[src/rtl/cv32e40n_apu_pkg.sv]
// Shared APU request/response types for the request buffer and its FIFO.
// Widths mirror the cv32e40p core APU configuration.
package cv32e40n_apu_pkg;

  localparam int unsigned APU_NARGS_CPU    = 3;
  localparam int unsigned APU_WOP_CPU      = 6;
  localparam int unsigned APU_NDSFLAGS_CPU = 15;
  localparam int unsigned APU_NUSFLAGS_CPU = 5;

  typedef struct packed {
    logic [APU_NARGS_CPU-1:0][31:0] operands;
    logic [APU_WOP_CPU-1:0]         op;
    logic [APU_NDSFLAGS_CPU-1:0]    flags;
  } apu_req_t;

  typedef struct packed {
    logic [31:0]                 result;
    logic [APU_NUSFLAGS_CPU-1:0] flags;
  } apu_rsp_t;

endpackage

[src/rtl/cv32e40n_apu_req_fifo.sv]
// In-order DEPTH-entry FIFO of APU requests; head is always the oldest entry.
// Caller guarantees no push when full and no pop when empty.
module cv32e40n_apu_req_fifo
  import cv32e40n_apu_pkg::*;
#(
  parameter int unsigned DEPTH = 4,
  localparam int unsigned PTR_W = $clog2(DEPTH),
  localparam int unsigned CNT_W = $clog2(DEPTH) + 1
) (
  input  logic             clk_i,
  input  logic             rst_ni,
  input  logic             push,
  input  logic             pop,
  input  apu_req_t         wdata,
  output apu_req_t         head,
  output logic [CNT_W-1:0] cnt
);

  apu_req_t             mem [DEPTH];
  logic     [PTR_W-1:0] wr_ptr;
  logic     [PTR_W-1:0] rd_ptr;

  assign head = mem[rd_ptr];

  // DEPTH is a power of two, so pointer overflow is the modulo wrap.
  always_ff @(posedge clk_i or negedge rst_ni) begin
    if (!rst_ni) begin
      wr_ptr <= '0;
      rd_ptr <= '0;
      cnt    <= '0;
      for (int i = 0; i < int'(DEPTH); i++) mem[i] <= '0;
    end else begin
      if (push) begin
        mem[wr_ptr] <= wdata;
        wr_ptr      <= wr_ptr + PTR_W'(1);
      end
      if (pop) rd_ptr <= rd_ptr + PTR_W'(1);
      case ({push, pop})
        2'b10:   cnt <= cnt + CNT_W'(1);
        2'b01:   cnt <= cnt - CNT_W'(1);
        default: cnt <= cnt;
      endcase
    end
  end

endmodule

[src/rtl/cv32e40n_apu_req_buffer.sv]
// Decouples the core APU port from a multi-cycle responder: queues requests,
// replays them in order downstream and returns responses one cycle later.
module cv32e40n_apu_req_buffer
  import cv32e40n_apu_pkg::*;
#(
  parameter int unsigned DEPTH        = 4,
  parameter int unsigned MAX_INFLIGHT = 4
) (
  input  logic                              clk_i,
  input  logic                              rst_ni,
  input  logic                              apu_req_i,
  input  logic [APU_NARGS_CPU-1:0][31:0]    apu_operands_i,
  input  logic [APU_WOP_CPU-1:0]            apu_op_i,
  input  logic [APU_NDSFLAGS_CPU-1:0]       apu_flags_i,
  output logic                              apu_gnt_o,
  output logic                              apu_rvalid_o,
  output logic [31:0]                       apu_result_o,
  output logic [APU_NUSFLAGS_CPU-1:0]       apu_flags_o,
  output logic                              acc_req_o,
  output logic [APU_NARGS_CPU-1:0][31:0]    acc_operands_o,
  output logic [APU_WOP_CPU-1:0]            acc_op_o,
  output logic [APU_NDSFLAGS_CPU-1:0]       acc_flags_o,
  input  logic                              acc_gnt_i,
  input  logic                              acc_rvalid_i,
  input  logic [31:0]                       acc_result_i,
  input  logic [APU_NUSFLAGS_CPU-1:0]       acc_flags_i,
  output logic                              busy_o,
  output logic                              err_o
);

  localparam int unsigned CNT_W = $clog2(DEPTH) + 1;
  localparam int unsigned OUT_W = 4;
  localparam int unsigned IF_W  = ((CNT_W > OUT_W) ? CNT_W : OUT_W) + 1;

  logic [CNT_W-1:0] fifo_cnt;
  logic [OUT_W-1:0] outstanding;
  logic [IF_W-1:0]  inflight;
  logic             push;
  logic             pop;
  logic             rsp_ok;
  logic             rsp_bad;
  apu_req_t         wdata;
  apu_req_t         head;
  apu_rsp_t         rsp_q;

  // Registered counts only: a slot freed this cycle is reusable next cycle.
  assign inflight  = IF_W'(fifo_cnt) + IF_W'(outstanding);
  assign apu_gnt_o = (fifo_cnt < CNT_W'(DEPTH)) && (inflight < IF_W'(MAX_INFLIGHT));
  assign push      = apu_req_i && apu_gnt_o;
  assign acc_req_o = (fifo_cnt != '0);
  assign pop       = acc_req_o && acc_gnt_i;
  assign rsp_ok    = acc_rvalid_i && (outstanding != '0);
  assign rsp_bad   = acc_rvalid_i && (outstanding == '0);
  assign busy_o    = (fifo_cnt != '0) || (outstanding != '0);

  assign wdata = '{operands: apu_operands_i, op: apu_op_i, flags: apu_flags_i};

  assign acc_operands_o = head.operands;
  assign acc_op_o       = head.op;
  assign acc_flags_o    = head.flags;

  assign apu_result_o = rsp_q.result;
  assign apu_flags_o  = rsp_q.flags;

  cv32e40n_apu_req_fifo #(.DEPTH(DEPTH)) u_fifo (
    .clk_i  (clk_i),
    .rst_ni (rst_ni),
    .push   (push),
    .pop    (pop),
    .wdata  (wdata),
    .head   (head),
    .cnt    (fifo_cnt)
  );

  always_ff @(posedge clk_i or negedge rst_ni) begin
    if (!rst_ni) begin
      outstanding  <= '0;
      apu_rvalid_o <= 1'b0;
      rsp_q        <= '0;
      err_o        <= 1'b0;
    end else begin
      case ({pop, rsp_ok})
        2'b10:   outstanding <= outstanding + OUT_W'(1);
        2'b01:   outstanding <= outstanding - OUT_W'(1);
        default: outstanding <= outstanding;
      endcase
      apu_rvalid_o <= rsp_ok;
      if (rsp_ok) rsp_q <= '{result: acc_result_i, flags: acc_flags_i};
      if (rsp_bad) err_o <= 1'b1;
    end
  end

endmodule

[config.mk]
export PLATFORM = sky130hd
export DESIGN_NAME = cv32e40n_apu_req_buffer
export DESIGN_NICKNAME = d
export VERILOG_FILES = /design/src/rtl/cv32e40n_apu_pkg.sv /design/src/rtl/cv32e40n_apu_req_fifo.sv /design/src/rtl/cv32e40n_apu_req_buffer.sv
export SDC_FILE = /design/constraint.sdc
export NUM_CORES = 1
export LEC_CHECK = 0
export CAP_MARGIN = 40
export CORE_AREA = 3 3 218 220
export DETAILED_ROUTE_END_ITERATION = 8
export DIE_AREA = 0 0 221 223
export GPL_TIMING_DRIVEN = 0
export PLACE_DENSITY = 0.7
export SLEW_MARGIN = 20
export SYNTH_ARGS = -nofsm -noshare
export SYNTH_HDL_FRONTEND = slang
export SYNTH_HIERARCHICAL = 1
export SYNTH_SLANG_ARGS = --single-unit
[constraint.sdc]
create_clock -name clk_i -period 5.2 [get_ports clk_i]
set_input_delay 1.04 -clock clk_i [delete_from_list [all_inputs] [get_ports clk_i]]
set_output_delay 1.04 -clock clk_i [all_outputs]
set_load 0.01 [all_outputs]
==> summary by stage <==
Clock network
The clock transition at the registers of the reported paths is 0.06 ns. For this design, the CTS-stage hold fixing added 0 buffers. The clock insertion delay at the later pin of the skew report is 0.60 ns. TritonCTS built the clock tree. The clock net in this run drives a total of 518 sinks. The number of buffers inserted by post-CTS setup repair is 0. The maximum count of clock buffers along a single path is 3. The number of gates resized after CTS is 0.

The total clock buffers created by CTS is 55. The H-tree was split into 2 levels. The clock root buffer is clkbuf_16.

Yosys
The fraction of synthesized area in multiplexers is 38.8%. Among all cell types in the netlist, the one instantiated most often is dfrtp_1. During synthesis, Yosys emitted a total of 6 warnings. The count of cell types in the netlist is 30. The mean cell area of the mapped netlist is 17.9 um^2. Yosys attributes the largest share of cell area to dfrtp_1 57%, mux2_2 18%, mux4_2 12%, mux2_4 9.1%, buf_6 0.84%. By area, the combinational part of the netlist is dominated by multiplexers. The synthesized net count is 1444. The adder-cell area share of the yosys netlist is less than 1%.

Among all flip-flop cells after synthesis, the most frequent one is dfrtp_1. The cell count after synthesis came out at 1274. The share of synthesized area in the top cell type comes to 56.7%. The number of enable flip-flop cells after synthesis is 0.

Summing the areas of all and, or, nand and nor instances in the mapped netlist gives 0.624% of the synthesized area. The commonest cells after synthesis are 518 x dfrtp_1, 368 x mux2_2, 139 x mux2_4, 117 x mux4_2, 38 x buf_2. After synthesis the cells add up to between 20000 and 25000 um^2. The compound-cell area share of the yosys netlist is less than 1%. The synthesized design contains around 520 register bits. Summing the areas of all xor and xnor instances in the mapped netlist gives 0.422% of the synthesized area. Counting flops with an async set or reset pin after synthesis yields a share of 100%. The cell taking the most area after synthesis is dfrtp_1.

Of the synthesized area, sequential elements account for roughly 57%.

Finish
The final non-filler cell total is 2293. The antenna diode count is 0. Summing all multi-input logic gate instances after layout gives between 9000 and 10000 um^2. The number of nets in the layout is ~1800.

Of the cells placed in the final design, the portion with a size suffix greater than 1 is 46.7%. For this run, the share of the core covered by cells in the final layout is 63.1%. The layout-stage area growth over the synthesis result is 25.7%. The total of fill cells in the finished design is around 3400. The register area is 13000 um^2.

Timing
Across the routed clock network, the largest skew measured is 0.0119 ns. Headroom to the max-slew limit came out at 44.2%. The max-slew violation total from the final report is 0. The count of endpoints failing hold in the final timing report was 0.

The minimum clock period is 3.86 ns. The number of setup violations in the final report is 0. Setup repair after global routing left no endpoint under its margin. Based on the critical path, the design can be clocked at up to 259 MHz. The share of the cycle needed by the critical path after routing is 74.2%.

The slew of the pin with the lowest slew margin is 0.837 ns.

Critical path
The critical path endpoint category is a primary output. The endpoint of the lowest-slack register-to-register path is u_fifo/cnt[2]$_DFFE_PN0P_. STA classifies the critical path startpoint as a flop. The required time reported for the critical path endpoint is 4.16 ns. The class of the most critical setup path is flop to primary output. Along the worst path, the maximum fanout reaches 10.

In this run the critical register-to-register path is launched from outstanding[2]$_DFFE_PN0P_. STA puts the critical path data arrival time at 2.82 ns. The worst-case register-to-register setup slack is roughly 2 ns. The number of cells on the worst reg-to-reg path is 11.

Die
Measured along the x axis, the die boundary spans roughly 220 um. The floorplan step defined a die boundary enclosing 49300 um^2. After floorplanning, the core was sized to cover 45500 um^2. The initial core utilization is 50.2%. The number of primary I/O pins is 318. The count of standard-cell rows is about 80.

The die is 223 um tall.

Drt
The routed design has 52800 um of wire. The post-detailed-route DRC marker count is 0. Detailed routing placed a total of around 3300 um of wire on met3.

Once detail routing completed, the nets flagged for antenna violations numbered 0. The first routing iteration left 523 violations. The total via count in the routed design is between 10000 and 15000. The detailed-routing wirelength on met1 is ~23000 um. The highest layer touched by signal routing is met5. The via-per-instance ratio is 5.49. The first detailed-routing pass ran for 4 iterations. The average routed wire per standard cell is roughly 23 um. The met2 routed wirelength is around 25000 um.

Power
The fraction of power consumed by the clock network is 21.7%. In this run the static leakage power is between 10 and 15 nW. The maximum vdd ir drop is 0.403 mV. The fraction of power spent switching nets is approximately 29%.

Sequential cells burn 37.5% of the power. The power density normalized to cell area is 619 nW/um^2. The switching power total is a little over 5 mW. The internal portion of the total power is around 13 mW. Combinational cells account for 40.7% of the total power.

GRT
The via count of the first global-routing pass is between 10000 and 15000. The number of antenna violations at the first check in global routing is 6. The aggregate global routing overflow is 0. Entering global routing, the biggest net connects between 90 and 100 pins.

In the global route stage, overall resource usage came out at a little over a fifth. The first-pass GRT wire length is about 83000 um.

Run status
The run finished with clean final reports.

Placed design
The wire-length estimate of the detail-placed layout is approximately 36000 um. The post-placement cell count is between 2000 and 2500. The congestion estimate from routability-driven global placement came to 0.746. The number of input and output port buffers inserted is 317.

Hold path
The kind of path behind the tightest hold check is input pin to asynchronous set/reset pin.

Flow run
The number of max-cap violations is 0.
==> power groups by stage <==
stage,Clock [mW],Sequential (mW),Combinational [mW]
3_5_place_dp,0,6.70,7.33
6_report,3.86,6.66,7.23
5_1_grt,4.15,6.86,7.71
4_1_cts,3.98,6.65,7.37
2_1_floorplan,0,6.44,4.50
3_3_place_gp,0,6.65,7.21
==> metrics by stage <==
step / setup slack, ns / total power [mW] / area, um^2 / TNS, ns / hold WS, ns
detailed placement: 1.86 / 14.0 / 26900 / 0 / 0.452
finish: 1.34 / 17.8 / 28700 / 0 / 0.393
CTS: 1.23 / 18.0 / 28700 / 0 / 0.366
global route: 1.22 / 18.7 / 28700 / 0 / 0.394
floorplan: 2.09 / 10.9 / 22800 / 0 / 0.474
global placement: -19.29 / 13.9 / 26800 / -9949.48 / 0.439
==> metal layers <==
metal,vias to the layer above,GRT usage [%]
met3,83,6.64
met4,12,4.51
li1,5508,-
met5,-,0
met1,6735,29.7
met2,241,34.2
==> kinds of logic (layout without fill, tap and decap cells) <==
kind of cell / Yosys count / in the layout
muxes: 624 / 624
DFF: 518 / 518
buffers and inverters: 84 / 503
and+or+nand+nor: 20 / 20
adders and majority gates: 11 / 11
xor gates and xnor gates: 11 / 11
AOI/OAI and AO/OA: 6 / 6
==> state kept, by name, indices dropped and copies added, names as in the netlist <==
register / flops
u_fifo/wr_ptr: 2
apu_flags_o: 5
outstanding: 4
u_fifo/rd_ptr: 2
u_fifo/cnt: 3
apu_result_o: 32
u_fifo/mem: 468
err_o: 1
apu_rvalid_o: 1
==> placed cells by master, fill, tap and decap left out, types with 5 or more instances in the layout <==
| master | n |
|---|---|
| xor2_1 | 7 |
| mux2_4 | 139 |
| dfrtp_1 | 518 |
| clkinv_2 | 10 |
| buf_6 | 17 |
| ha_1 | 10 |
| buf_2 | 38 |
| mux2_2 | 368 |
| clkbuf_8 | 10 |
| buf_16 | 6 |
| buf_1 | 7 |
| inv_1 | 5 |
| clkdlybuf4s50_1 | 316 |
| clkbuf_1 | 15 |
| mux4_2 | 117 |
| clkbuf_16 | 57 |
| buf_4 | 14 |
==> worst max-delay path, cell delays in order, from the launching register on <==
cell	delay (ns)
dfrtp_1	0.31
buf_2	0.29
buf_1	0.67
mux4_2	0.44
clkdlybuf4s50_1	0.51
==> worst max-delay path by stage <==
stage                                 startpoint  slack [ns]                           to  cells after the start
floorplan             outstanding[2]$_DFFE_PN0P_        2.09    u_fifo/cnt[2]$_DFFE_PN0P_                     11
global placement                          rst_ni      -19.29  u_fifo/mem[273]$_DFFE_PN0P_                      1
detailed placement  u_fifo/rd_ptr[1]$_DFFE_PN0P_        1.86           acc_operands_o[33]                      4
CTS                 u_fifo/rd_ptr[1]$_DFFE_PN0P_        1.23           acc_operands_o[34]                      4
global route          outstanding[2]$_DFFE_PN0P_        1.22                    apu_gnt_o                      4
finish              u_fifo/rd_ptr[1]$_DFFE_PN0P_        1.34           acc_operands_o[34]                      4
==> area by class of cell <==
type	count	share of cell area, %
plain buffers	79	2.00
clock buffers	82	5.64
clock inverters	14	0.519
inverters	5	0.0654
multi-input cells	672	32.4
flip-flops and latches	518	45.2
well taps	600	2.62
repair buffers	323	11.6
Power figures use the tool's default switching activity.
